[config.mk]
export PLATFORM = sky130hd
export DESIGN_NAME = pipe_ctrl
export DESIGN_NICKNAME = d
export VERILOG_FILES = /design/src/rtl/pipe_ctrl.sv
export SDC_FILE = /design/constraint.sdc
export NUM_CORES = 1
export LEC_CHECK = 0
export ABC_AREA = 1
export ABC_CLOCK_PERIOD_IN_PS = 1600
export CAP_MARGIN = 40
export CORE_MARGIN = 2
export CORE_UTILIZATION = 41
export CTS_CLUSTER_DIAMETER = 30
export DETAILED_ROUTE_END_ITERATION = 6
export PLACE_DENSITY_LB_ADDON = 0.15
export SETUP_SLACK_MARGIN = 0.4
export SLEW_MARGIN = 20
export SYNTH_ARGS = -nofsm -noshare
export SYNTH_HDL_FRONTEND = slang
export SYNTH_SLANG_ARGS = --single-unit
export TNS_END_PERCENT = 5
[constraint.sdc]
create_clock -name clk -period 1.6 [get_ports clk]
set_input_delay 0.32 -clock clk [delete_from_list [all_inputs] [get_ports clk]]
set_output_delay 0.32 -clock clk [all_outputs]
set_load 0.02 [all_outputs]
[src/rtl/pipe_ctrl.sv]
// Central stall/flush/redirect controller for a 5-stage in-order pipeline.
// Arbitrates exceptions, multi-cycle execute ops, taken branches and load-use hazards.
module pipe_ctrl #(
  parameter int unsigned MC_CNT_W     = 6,
  parameter int unsigned FLUSH_CYCLES = 1
) (
  input  logic                clk,
  input  logic                rst,
  input  logic                id_stallreq_i,
  input  logic                ex_mc_start_i,
  input  logic [MC_CNT_W-1:0] ex_mc_len_i,
  input  logic                br_taken_i,
  input  logic [31:0]         br_target_i,
  input  logic                excp_i,
  input  logic [31:0]         excp_target_i,
  output logic [5:0]          stall_o,
  output logic                flush_o,
  output logic                br_flush_o,
  output logic                pc_redirect_o,
  output logic [31:0]         new_pc_o,
  output logic                ex_mc_done_o,
  output logic                busy_o
);

  localparam int unsigned FCNT_W    = 4;
  localparam logic [FCNT_W-1:0] FCNT_INIT = FCNT_W'(FLUSH_CYCLES - 1);
  localparam logic [5:0] STALL_MC   = 6'b001111;
  localparam logic [5:0] STALL_LDU  = 6'b000111;

  typedef enum logic [1:0] {
    S_RUN,
    S_MC_BUSY,
    S_EXCP_FLUSH
  } state_e;

  state_e                state_q, state_d;
  logic [MC_CNT_W-1:0]   cnt_q, cnt_d;
  logic [FCNT_W-1:0]     fcnt_q, fcnt_d;
  logic                  flush_q, flush_d;
  logic                  br_flush_q, br_flush_d;
  logic                  redirect_q, redirect_d;
  logic [31:0]           new_pc_q, new_pc_d;
  logic [5:0]            stall_c;
  logic                  mc_done_c;
  logic                  mc_long_c;

  // Length 0 behaves as 1, so only lengths >= 2 enter MC_BUSY.
  assign mc_long_c = ex_mc_len_i > MC_CNT_W'(1);

  // Next-state, flush/redirect sequencing and combinational stall/done.
  always_comb begin
    state_d    = state_q;
    cnt_d      = cnt_q;
    fcnt_d     = fcnt_q;
    flush_d    = 1'b0;
    br_flush_d = 1'b0;
    redirect_d = 1'b0;
    new_pc_d   = new_pc_q;
    stall_c    = 6'b000000;
    mc_done_c  = 1'b0;

    case (state_q)
      S_RUN: begin
        if (ex_mc_start_i) begin
          if (mc_long_c) begin
            stall_c = STALL_MC;
            cnt_d   = ex_mc_len_i - MC_CNT_W'(2);
            state_d = S_MC_BUSY;
          end else begin
            mc_done_c = 1'b1;
          end
        end else if (id_stallreq_i) begin
          stall_c = STALL_LDU;
        end
        if (br_taken_i) begin
          redirect_d = 1'b1;
          br_flush_d = 1'b1;
          new_pc_d   = br_target_i;
        end
      end
      S_MC_BUSY: begin
        if (cnt_q != '0) begin
          stall_c = STALL_MC;
          cnt_d   = cnt_q - MC_CNT_W'(1);
        end else begin
          mc_done_c = 1'b1;
          state_d   = S_RUN;
        end
      end
      S_EXCP_FLUSH: begin
        if (fcnt_q == '0) begin
          state_d = S_RUN;
        end else begin
          fcnt_d  = fcnt_q - FCNT_W'(1);
          flush_d = 1'b1;
        end
      end
      default: state_d = S_RUN;
    endcase

    // Exception overrides everything: aborts MC ops and drops any branch.
    if (excp_i) begin
      state_d    = S_EXCP_FLUSH;
      fcnt_d     = FCNT_INIT;
      cnt_d      = '0;
      flush_d    = 1'b1;
      redirect_d = 1'b1;
      br_flush_d = 1'b0;
      new_pc_d   = excp_target_i;
      mc_done_c  = 1'b0;
    end
  end

  always_ff @(posedge clk) begin
    if (rst) begin
      state_q    <= S_RUN;
      cnt_q      <= '0;
      fcnt_q     <= '0;
      flush_q    <= 1'b0;
      br_flush_q <= 1'b0;
      redirect_q <= 1'b0;
      new_pc_q   <= 32'h0;
    end else begin
      state_q    <= state_d;
      cnt_q      <= cnt_d;
      fcnt_q     <= fcnt_d;
      flush_q    <= flush_d;
      br_flush_q <= br_flush_d;
      redirect_q <= redirect_d;
      new_pc_q   <= new_pc_d;
    end
  end

  assign stall_o       = rst ? 6'b000000 : stall_c;
  assign ex_mc_done_o  = rst ? 1'b0 : mc_done_c;
  assign flush_o       = flush_q;
  assign br_flush_o    = br_flush_q;
  assign pc_redirect_o = redirect_q;
  assign new_pc_o      = new_pc_q;
  assign busy_o        = state_q != S_RUN;

endmodule

## Word level (Yosys, flattened, before mapping)

Cells that the tools add are included.

| storage, ports and cells | value |
|---|---|
| bits in registers | 47 |
| bits in latches | 0 |
| memory bits (writable) | 0 |
| ROM bits | 0 |
| input port bits | 76 |
| output and inout bits | 43 |
| memories | 0 |

| operators by class | value |
|---|---|
| $add $sub $neg | 3 |
| multiply operators | 0 |
| divide/modulo/power cells | 0 |
| magnitude comparators | 1 |
| equal/unequal tests | 11 |
| shift-type cells | 0 |
| mux-type cells | 31 |
| bitwise operators | 1 |
| reduce and logical (&&, ||, !) cells | 13 |

Operators with widths:

| kind | number |
|---|---|
| $mux W32 | 3 |
| $mux W6 | 5 |
| $pmux W6 S2 | 2 |
| $ne A3 B3 Y1 const B | 4 |
| $reduce_and A4 Y1 | 3 |
| $mux W1 | 11 |
| $mux W2 | 5 |
| $ne A2 B2 Y1 const B | 5 |
| $mux W4 | 2 |
| $reduce_bool A2 Y1 | 4 |
| $gt A6 B1 Y1 const B | 1 |
| $pmux W2 S3 | 1 |
| $reduce_bool A6 Y1 | 1 |
| $sub A6 B1 Y6 const B | 1 |
| $sub A6 B2 Y6 const B | 1 |
| $logic_not A4 Y1 | 1 |
| $reduce_and A2 Y1 | 2 |
| $sub A4 B1 Y4 const B | 1 |
| $mux W3 | 1 |
| $eq A2 B1 Y1 const B | 1 |
| $eq A2 B2 Y1 const B | 1 |
| $logic_not A2 Y1 | 1 |
| $pmux W1 S2 | 1 |
| $reduce_or A2 Y1 | 1 |
| $not A1 Y1 | 1 |

## Depth between registers and ports, before layout

Gate-level depths: netlist (run 1).

| depth | value |
|---|---|
| word-level depth | 6 |
| mapped depth | 10 |

## Worst setup path before layout (run 1)

Ideal clock, no wire load.

| path | value |
|---|---|
| path kind | register to output |
| start | register cnt_q[0] |
| end | output port stall_o[1] |
| arrival time | 1.376 ns |
| data required time | 1.280 ns |
| slack | -0.096 ns |
| stages on the path, launching flop included | 11 |
| cell sequence | dfxtp_1 inv_1 ha_1 nand3_1 nand2_4 nand2_4 inv_2 nand2_1 nand2_1 inv_1 buf_4 |

| between the ends | value |
|---|---|
| longest elaborated chain between the ends | 4 |

Ends and longest elaborated chain:

| item | RTL line | text |
|---|---|---|
| from (decl) | 37 | `logic [MC_CNT_W-1:0] cnt_q, cnt_d;` |
| from (signal assigned) | 125 | `cnt_q <= cnt_d;` |
| $reduce_bool A6 Y1 | 82 | `if (cnt_q != '0) begin` |
| $mux W4 | 82 |  |
| $pmux W6 S2 | 62 | `case (state_q)` |
| $mux W6 | 134 | `assign stall_o = rst ? 6'b000000 : stall_c;` |
| to (decl) | 16 | `output logic [5:0] stall_o,` |

Every way passes these cells.

## Worst setup path after layout (run 1)

| path | value |
|---|---|
| start | register state_q[1] |
| end | output port stall_o[0] |

| between the ends | value |
|---|---|
| longest elaborated chain between the ends | 3 |
| elaborated cells on any way between the ends | 4 |
| those cells by class | 1 x eq/ne; 2 x mux; 1 x reduce/logical |

Ends and longest elaborated chain:

| item | RTL line | text |
|---|---|---|
| from (decl) | 36 | `state_e state_q, state_d;` |
| from (signal assigned) | 124 | `state_q <= state_d;` |
| $eq A2 B1 Y1 or $logic_not A2 Y1 (tied branches) | 62 |  |
| $pmux W6 S2 (*) | 62 |  |
| $mux W6 (*) | 134 |  |

Mark *: on every way between the ends. The rest lies on a longest branch, timed or not.

==> summary.txt, run 1 <==
Worst setup path
  • Crit path max-delay family: simple AND/OR/NAND/NOR gates
  • Startpoint type of the worst setup path: register
  • Critical path required time: 1.28 ns
  • Slowest cell delay on critical path: 0.37 ns
  • CP cell instances: nor2_4 > inv_4 > nor2_4 > nand2_4 > nand2_4 > inv_4 > nand2_2 > nand2_2 > inv_2 > buf_6
  • Critical path type: register to output pin
  • CP max stage cell: dfxtp_4
  • Worst setup EP type: output pin
  • Crit path DAT: 1.40 ns
  • CP bufs+invs: 4
  • Max FO, Critical Path: 3

Clock network
  • Clock Sinks: 47
  • Clock latency on the worst-skew pair: 0.30 ns
  • Worst-path clk slew: 0.09 ns
  • Num CTS Buffers: 5
  • Hold_buf cts: 0
  • Worst-case clock buffer depth: 2
  • Max H-tree Level: 2
  • TritonCTS clock tree: done
  • Root Buffer: clkbuf_8

Final layout
  • Layout area overhead: 65.62%
  • Filler cell count: 492
  • Area of the multi-input gates: 0.001349 sq mm
  • Post-Layout Inst Area: 0.004020 sq mm
  • Layout cell share with drive strength beyond 1: 34.72%
  • Final Util: 69.13%
  • Commonest non-fill, non-tap cell in the layout: nand2_1
  • N_diodes: 0
  • Most frequent cells in the layout: 92 x nand2_1, 68 x clkdlybuf4s50_1, 49 x buf_4, 42 x dfxtp_1, 32 x a31oi_1
  • Register Area: 949.7 sq um
  • Final Net Count: 561

Drt
  • Average wire per standard cell: 11.96 um
  • Post-DR vias/cell: 4.784
  • Initial DRC count: 84
  • DRT Wirelength: 6.647 mm
  • Routed Antenna Nets: 0
  • DR DRC count: 0
  • Vias: 2660
  • DRT Pass-1 Iters: 4

Placement
  • Placed Area: 0.003845 sq mm
  • Gpl congestion: 0.8563
  • Post-DP HPWL: 4.759 mm
  • Port Buffers: 116

Synthesis
  • Most common flop cell mapped by yosys: dfxtp_1
  • Ys Warns: 0
  • Synth Register Bits: 47
  • Synth async-reset ratio: 0%
  • Synth unique cells: 29
  • Cells after Synth: 328
  • Syn Area/Cell: 7.400 sq um
  • Number of enable flip-flop cells after synthesis: 0
  • Sequential fraction of the synthesis area: 38.76%
  • Cell Area, Synth: 0.002427 sq mm

Die
  • Core Area: 0.005816 sq mm
  • Die H: 80.95 um
  • Initial Util: 41.74%
  • Ports: 119
  • Die footprint: 0.006552 sq mm
  • Core Rows: 28
  • Chip width: 80.95 um

Outcome
  • Failing checks: setup timing
  • Status: finished with violations

Min path
  • Hold WC Path Type: register to register

STA
  • Clk_skew: 0.006473 ns
  • Final Hold Viols: 0
  • Setup Viol. Count Final: 5
  • RSZ-0062 raised after global routing: true
  • Period utilization: 107.7%
  • Minimum clock period: 1.723 ns
  • Fin. max-slew vios: 0
  • Fin worst setup slack: -0.1232 ns
  • Fmax: 580.3 MHz

Global routing
  • Pin count of the biggest net entering global routing: 36
  • First-pass GRT wire length: 10.83 mm
  • Tot GR Track Use: 20.97%
  • Initial antenna violation count: 1
  • Vias in the first global route: 2440
  • Grt total ovfl: 0

Pwr
  • Power Dens Cells: 765.3 mW/mm^2
  • Max VDD drop: 0.0003775 V
  • Pleak: 1.837 nW

Run
  • Max cap viols: 0
[logic make-up (layout without fill, tap and decap cells)]
kind of cell	after synthesis	count (layout)	synth area share (%)
other	1	2	0.1545
XOR/XNOR	1	1	0.3609
AO/OA/AOI/OAI	77	77	20.62
adder cells (fa/ha/maj)	4	4	2.062
buffers and inverters	42	194	9.485
AND/OR/NAND/NOR	156	156	28.56
flip-flops	47	47	38.76
[worst paths after layout]
check	from	end	slack (ns)	cells past startpoint
max	state_q[1]	stall_o[0]	-0.12	10
min	fcnt_q[0]	fcnt_q[0]	0.43	1
min reg2reg	fcnt_q[0]	fcnt_q[0]	0.43	1
max reg2reg	state_q[1]	cnt_q[0]	0.25	10
[power by group]
part / switching (mW) / leakage [nW] / internal, mW
Sequential: 0.0516 / 0.391 / 1.25
Combinational: 0.453 / 1.39 / 0.475
Clock: 0.385 / 0.0513 / 0.458
[final cells by class]
| type | count | area share, % |
|---|---|---|
| timing repair buffer | 165 | 35.57 |
| tap | 75 | 2.334 |
| inverter | 22 | 2.365 |
| sequential | 47 | 23.62 |
| multi-input combinational | 240 | 33.55 |
| clock buffer | 6 | 1.805 |
| clock inverter | 1 | 0.7470 |
[Yosys cell counts, types with 3 or more instances]
library cell / count / share of area [%]
nor2_1: 30 / 4.6
nor2_4: 3 / 1.4
a21oi_1: 8 / 1.6
o21ai_2: 20 / 7.2
dfxtp_1: 47 / 39
buf_2: 10 / 2.1
nand2_1: 98 / 15
o21ai_1: 12 / 2.5
inv_2: 3 / 0.46
a31oi_1: 32 / 8.2
ha_1: 4 / 2.1
nand2_4: 4 / 1.9
buf_4: 4 / 1.2
inv_1: 17 / 2.6
o21ai_0: 5 / 1.0
nand3_1: 13 / 2.7
[routing by layer]
metal	track usage [%]	wire, um	vias to the layer above
li1	-	-	1388
met1	26.06	2786	1169
met4	6.102	96	2
met5	0	13	-
met3	6.778	566	10
met2	34.71	3184	91
[registers in the layout, summed over array words and instances (netlist names)]
register	flops
fcnt_q	4
flush_o	1
br_flush_o	1
pc_redirect_o	1
new_pc_o	32
cnt_q	6
state_q	2
[stage by stage]
| stage | power, mW | std cells | setup slack [ns] | hold WS, ns | TNS, ns |
|---|---|---|---|---|---|
| 6_report | 3.077 | 556 | -0.1232 | 0.4276 | -0.5371 |
| 5_1_grt | 3.258 | 556 | -0.2191 | 0.4734 | -0.9383 |
| 4_1_cts | 3.092 | 555 | -0.1408 | 0.4287 | -0.5784 |
| 3_5_place_dp | 2.257 | 534 | -0.8003 | 0.4443 | -14.05 |
| 3_3_place_gp | 2.247 | 534 | -0.7471 | 0.4401 | -12.66 |
| 2_1_floorplan | 1.791 | 329 | 0.03841 | 0.3817 | 0 |
[repair_timing]
action                                  CTS  global route
setup buffers                            14             1
endpoints found under the setup margin   87            57
resized for setup                       215            26
pin swaps                                20            13
(Power assumes the default switching activity.)
==> run 2, diff against run 1 <==
- CELL_PAD_IN_SITES_DETAIL_PLACEMENT: default -> 1
- CELL_PAD_IN_SITES_GLOBAL_PLACEMENT: default -> 2
- CORE_UTILIZATION: 41 -> 21
==> run 2 against run 1 <==
Effect of this change:
- the flow still finishes with violations (setup timing)
- setup slack worse by 0.0090 ns
- core utilization decreased by 32 points
- combinational power up 2.4%
- clock skew down 0.0032 ns
- wire length grew 31%
- non-clock buffer count increased by 7
- clock power rose by 47%
- global-route usage decreased by 6.8 points
- critical endpoint is now stall_o[2]
- largest cell class unchanged
==> summary.txt, run 2 (synthesis gave the netlist of run 1 again) <==
Drt
  • Average wire per standard cell: 13.71 um (+15%)
  • Routed Antenna Nets: 0 (unchanged)
  • DR DRC count: 0 (unchanged)
  • Post-DR vias/cell: 4.302 (-10%)
  • Initial DRC count: 56 (-33%)
  • DRT Pass-1 Iters: 4 (unchanged)
  • DRT Wirelength: 8.680 mm (+31%)
  • Vias: 2723 (+2.4%)

Clock network
  • TritonCTS clock tree: done
  • Max H-tree Level: 2 (unchanged)
  • Root Buffer: clkbuf_16
  • Hold_buf cts: 0 (unchanged)
  • Worst-case clock buffer depth: 2 (unchanged)
  • Num CTS Buffers: 5 (unchanged)
  • Clock latency on the worst-skew pair: 0.29 ns (about the same)
  • Worst-path clk slew: 0.07 ns (-0.02 ns)
  • Clock Sinks: 47 (unchanged)

Global routing
  • Vias in the first global route: 2951 (+21%)
  • Pin count of the biggest net entering global routing: 34 (-5.6%)
  • Initial antenna violation count: 1 (unchanged)
  • Grt total ovfl: 0 (unchanged)
  • Tot GR Track Use: 14.16% (-6.8 points)
  • First-pass GRT wire length: 14.37 mm (+33%)

Outcome
  • Status: finished with violations
  • Failing checks: setup timing

Final layout
  • Filler cell count: 1384 (+180%)
  • Final Net Count: 568 (+1.2%)
  • Commonest non-fill, non-tap cell in the layout: nand2_1
  • Max reg flops: 32 (unchanged)
  • Layout cell share with drive strength beyond 1: 34.36% (-0.36 points)
  • Layout Cells excl Fill: 633 (+14%)
  • Post-Layout Inst Area: 0.004203 sq mm (+4.5%)
  • Most frequent cells in the layout: 96 x nand2_1, 68 x clkdlybuf4s50_1, 54 x buf_4, 43 x dfxtp_1, 33 x buf_2
  • Area of the multi-input gates: 0.001348 sq mm (about the same)
  • Register Area: 948.4 sq um (-0.13%)
  • Layout area overhead: 73.14%

Placement
  • DP Worst Slack: -0.7706 ns (+0.02968 ns)
  • Port Buffers: 116 (unchanged)
  • Placed insts: 606 (+13%)
  • Placed Area: 0.003948 sq mm (+2.7%)
  • Gpl congestion: 0.7935 (-7.3%)
  • Post-DP HPWL: 6.391 mm (+34%)

Run
  • Max cap viols: 0 (unchanged)

Die
  • Chip width: 111.5 um (+38%)
  • Core Rows: 39 (+39%)
  • Core Area: 0.01137 sq mm (+96%)
  • Die H: 111.5 um (+38%)
  • Die footprint: 0.01243 sq mm (+90%)
  • Initial Util: 21.35% (-20 points)
  • Ports: 119 (unchanged)

Worst setup path
  • Critical path type: register to output pin
  • Critical path required time: 1.28 ns (about the same)
  • FF-to-FF setup slack: 0.20 ns (-0.05 ns)
  • Crit path DAT: 1.41 ns (about the same)
  • Worst r2r src: state_q[1]
  • CP max stage cell: dfxtp_4
  • CP cell instances: nor2_4 > inv_4 > nor2_4 > nand2_4 > nand2_4 > inv_4 > nand2_2 > nand2_2 > inv_2 > buf_6
  • Worst setup EP type: output pin
  • Max FO, Critical Path: 3 (unchanged)
  • Startpoint type of the worst setup path: register
  • Beginning of the critical path: state_q[1]
  • Slowest cell delay on critical path: 0.37 ns (about the same)

STA
  • Minimum clock period: 1.732 ns (+0.009038 ns)
  • Fmax: 577.3 MHz (-0.52%)
  • Fin Setup TNS: -0.5612 ns (-0.02409 ns)
  • Final Hold Viols: 0 (unchanged)
  • Period utilization: 108.3% (+0.56 points)
  • RSZ-0062 raised after global routing: true
  • Setup Viol. Count Final: 6 (+1)
  • Fin worst setup slack: -0.1322 ns (-0.009038 ns)
  • Fin. max-slew vios: 0 (unchanged)
  • Clk_skew: 0.003280 ns (-0.003193 ns)

Pwr
  • Max VDD drop: 0.0004372 V (+16%)
  • Power Dens Cells: 832.9 mW/mm^2 (+8.8%)
  • Pleak: 1.893 nW (+3.1%)
  • Tot Pwr: 3.501 mW (+14%)

Min path
  • Worst Hold Launch: fcnt_q[2]
  • Hold WC Path Type: register to register
run 2: cell count changes in the layout (fill, tap and decap cells not counted), moves of 4 or more:
cell / delta
buf_4: +5
nand2_2: -4
clkbuf_16: +5
nor2_1: -4
nand2_1: +4
clkbuf_8: -4
run 2: final timing paths:
path | to | cells past startpoint
min | fcnt_q[2] | 2
max | stall_o[2] | 10
max reg2reg | new_pc_o[18] | 8
min reg2reg | fcnt_q[2] | 2
run 2: what timing repair did:
| action | in CTS | in global routing |
|---|---|---|
| pin swaps | 20 | 19 |
| setup buffers | 16 | 2 |
| setup endpoints to repair | 87 | 53 |
| resized for setup | 207 | 14 |
| cloned | 0 | 0 |
run 2: area by class of cell:
type | instances | area share [%]
Clock buffer | 6 | 3.305
Timing Repair Buffer | 172 | 34.71
Inverter | 22 | 2.203
Clock inverter | 2 | 0.8336
Tap cell | 143 | 4.257
Multi-Input combinational cell | 240 | 32.06
Sequential cell | 47 | 22.57
Antenna cell | 1 | 0.05954
run 2: worst max-delay path: cells and delay by family (launching register included):
family / cells / cell delay [ns]
simple gates: 6 / 0.48
flops: 1 / 0.37
buf+inv: 4 / 0.29
run 2: stage by stage:
step	util [%]	hold WS, ns
finish	36.96	0.4975
global route	36.94	0.5300
CTS	36.65	0.5024
detailed placement	34.72	0.4648
global placement	34.72	0.4425
floorplan	-	0.3817
run 2: per-layer routing:
layer  GRT usage (%)  share of wire, %  wire length, um
met1           17.68                45             3902
met2           24.15                48             4142
met3           3.974               6.3              551
met4           3.621              0.96               83
met5               0                 0                0
run 2: power by group:
| part | total [mW] | internal [mW] | switching (mW) |
|---|---|---|---|
| Combinational | 0.950 | 0.476 | 0.474 |
| Sequential | 1.31 | 1.26 | 0.0533 |
| Clock | 1.24 | 0.778 | 0.464 |
==> RTL edit: new RTL, config.mk and constraints of run 1 <==
Reset style: asynchronous (`rst`), changed in one clocked block.
--- a/src/rtl/pipe_ctrl.sv
+++ b/src/rtl/pipe_ctrl.sv
@@ -113,3 +113,3 @@
 
-  always_ff @(posedge clk) begin
+  always_ff @(posedge clk or posedge rst) begin
     if (rst) begin
Function: differs if rst is asserted again (counterexample within 4 cycles, from zero or initial values and one cycle with rst high); with rst held inactive, the same outputs for 10 cycles.
==> RTL edit against run 1 <==
Core utilization increased by 6.4 points. Sequential cell count unchanged. Synthesized area up 4.3%. Design area is 12% higher. First-iteration DRC count is 43% higher. The run still ends with setup timing left. Setup slack worse by 0.098 ns. Critical path type unchanged. Routed wire length grew 15%.
Power is not compared: it rests on default switching activity, and its combinational part moved more than twofold at a synthesized area within 25%.
==> RTL edit: results (changes against run 1) <==
flop2flop setup slack 0.06 ns (was 0.25 ns); vias post-DR 2739 (was 2660); pin count of the biggest net entering global routing 48 (was 36); post-CTS sizing 243 (was 215); status finished, violations left (unchanged); post-synthesis adder-cell area fraction 2.470% (was 2.062%); hold slack 0.5007 ns (was 0.4276 ns); Endpoint, Worst Hold new_pc_o[1] (was fcnt_q[0]); met1 usage 25.41% (was 26.06%); buffering overhead 33.54% (was 35.57%); most frequent cells after synthesis nand2_1, dfrtp_1, nor2_1 (was nand2_1, dfxtp_1, a31oi_1); setup ws final -0.2210 ns (was -0.1232 ns); post-synthesis xor/xnor area fraction 1.038% (was 0.3608%); first-pass GRT wire length 11650 µm (was 10830 µm); R2R depth 7 (was 10); Crit path largest cell delay 0.39 ns (was 0.37 ns); FF-to-FF End new_pc_o[23] (was cnt_q[0]); Worst EP arrival 1.50 ns (was 1.40 ns); initial antenna violation count 0 (was 1); Slowest cell on crit path dfrtp_1 (was dfxtp_4); routed wire length on met3 522 µm (was 566 µm); fraction of layout instances using a drive strength above 1 37.08% (was 34.72%); Hold Startpoint new_pc_o[1] (was fcnt_q[0]); Initial DRC Count 120 (was 84); # setup viols final 11 (was 5); met3 global-route usage 5.870% (was 6.778%); Total Routing Usage GR 21.97% (was 20.97%); Fill cells 455 (was 492); worst slack, placed -0.7321 ns (was -0.8003 ns); post-synthesis async set-or-reset flop share 100.0% (was 0%); sequential-to-total area share from yosys stat 46.44% (was 38.76%); post-synthesis compound-gate area fraction 9.140% (was 20.62%); r2r startpoint state_q[0] (was state_q[1]); GPL Wtd Cong 0.8310 (was 0.8563); failing checks setup timing (unchanged); synth-to-layout area growth 77.52% (was 65.62%); hold depth 2 (was 1); multi-input gate area in the final layout 1519 µm² (was 1349 µm²); dpl cell area 3905 µm² (was 3845 µm²); met2 Resource Use GR 39.11% (was 34.71%); Mapped Cells 331 (was 328); Clock-cell share 2.115% (was 2.552%); routed wl met2 3946 µm (was 3184 µm); wl on met1 3020 µm (was 2786 µm); TNS Setup -1.205 ns (was -0.5371 ns); multi-input gates 244 (was 240); Tot Pwr about 5.4 mW; Register Area 1177 µm² (was 949.7 µm²); Final #Nets 560 (was 561)
==> RTL edit: worst max-delay path, delay by kind of cell (launching register included) <==
family                     cells  cell delay [ns]
DFF                            1             0.39
and+or+nand+nor                4             0.32
buffers and inverters          2             0.20
AOI/OAI and AO/OA              1             0.15
adders and majority gates      1             0.14
==> RTL edit: worst max-delay path by stage <==
stage                         startpoint            to  slack [ns]  cells after the start
after floorplan                      rst  ex_mc_done_o       -0.01                      3
after global placement    ex_mc_len_i[4]    stall_o[0]       -0.69                      8
after detailed placement  ex_mc_len_i[4]    stall_o[1]       -0.73                      8
after CTS                       cnt_q[1]  ex_mc_done_o       -0.26                      8
after global routing            cnt_q[1]  ex_mc_done_o       -0.30                      8
final                           cnt_q[1]  ex_mc_done_o       -0.22                      8
==> RTL edit: logic make-up after synthesis <==
group,after synthesis
compound gates,39
xor+xnor,3
fa+ha+maj,5
buf+inv,41
flops,47
other cells,1
simple gates,195
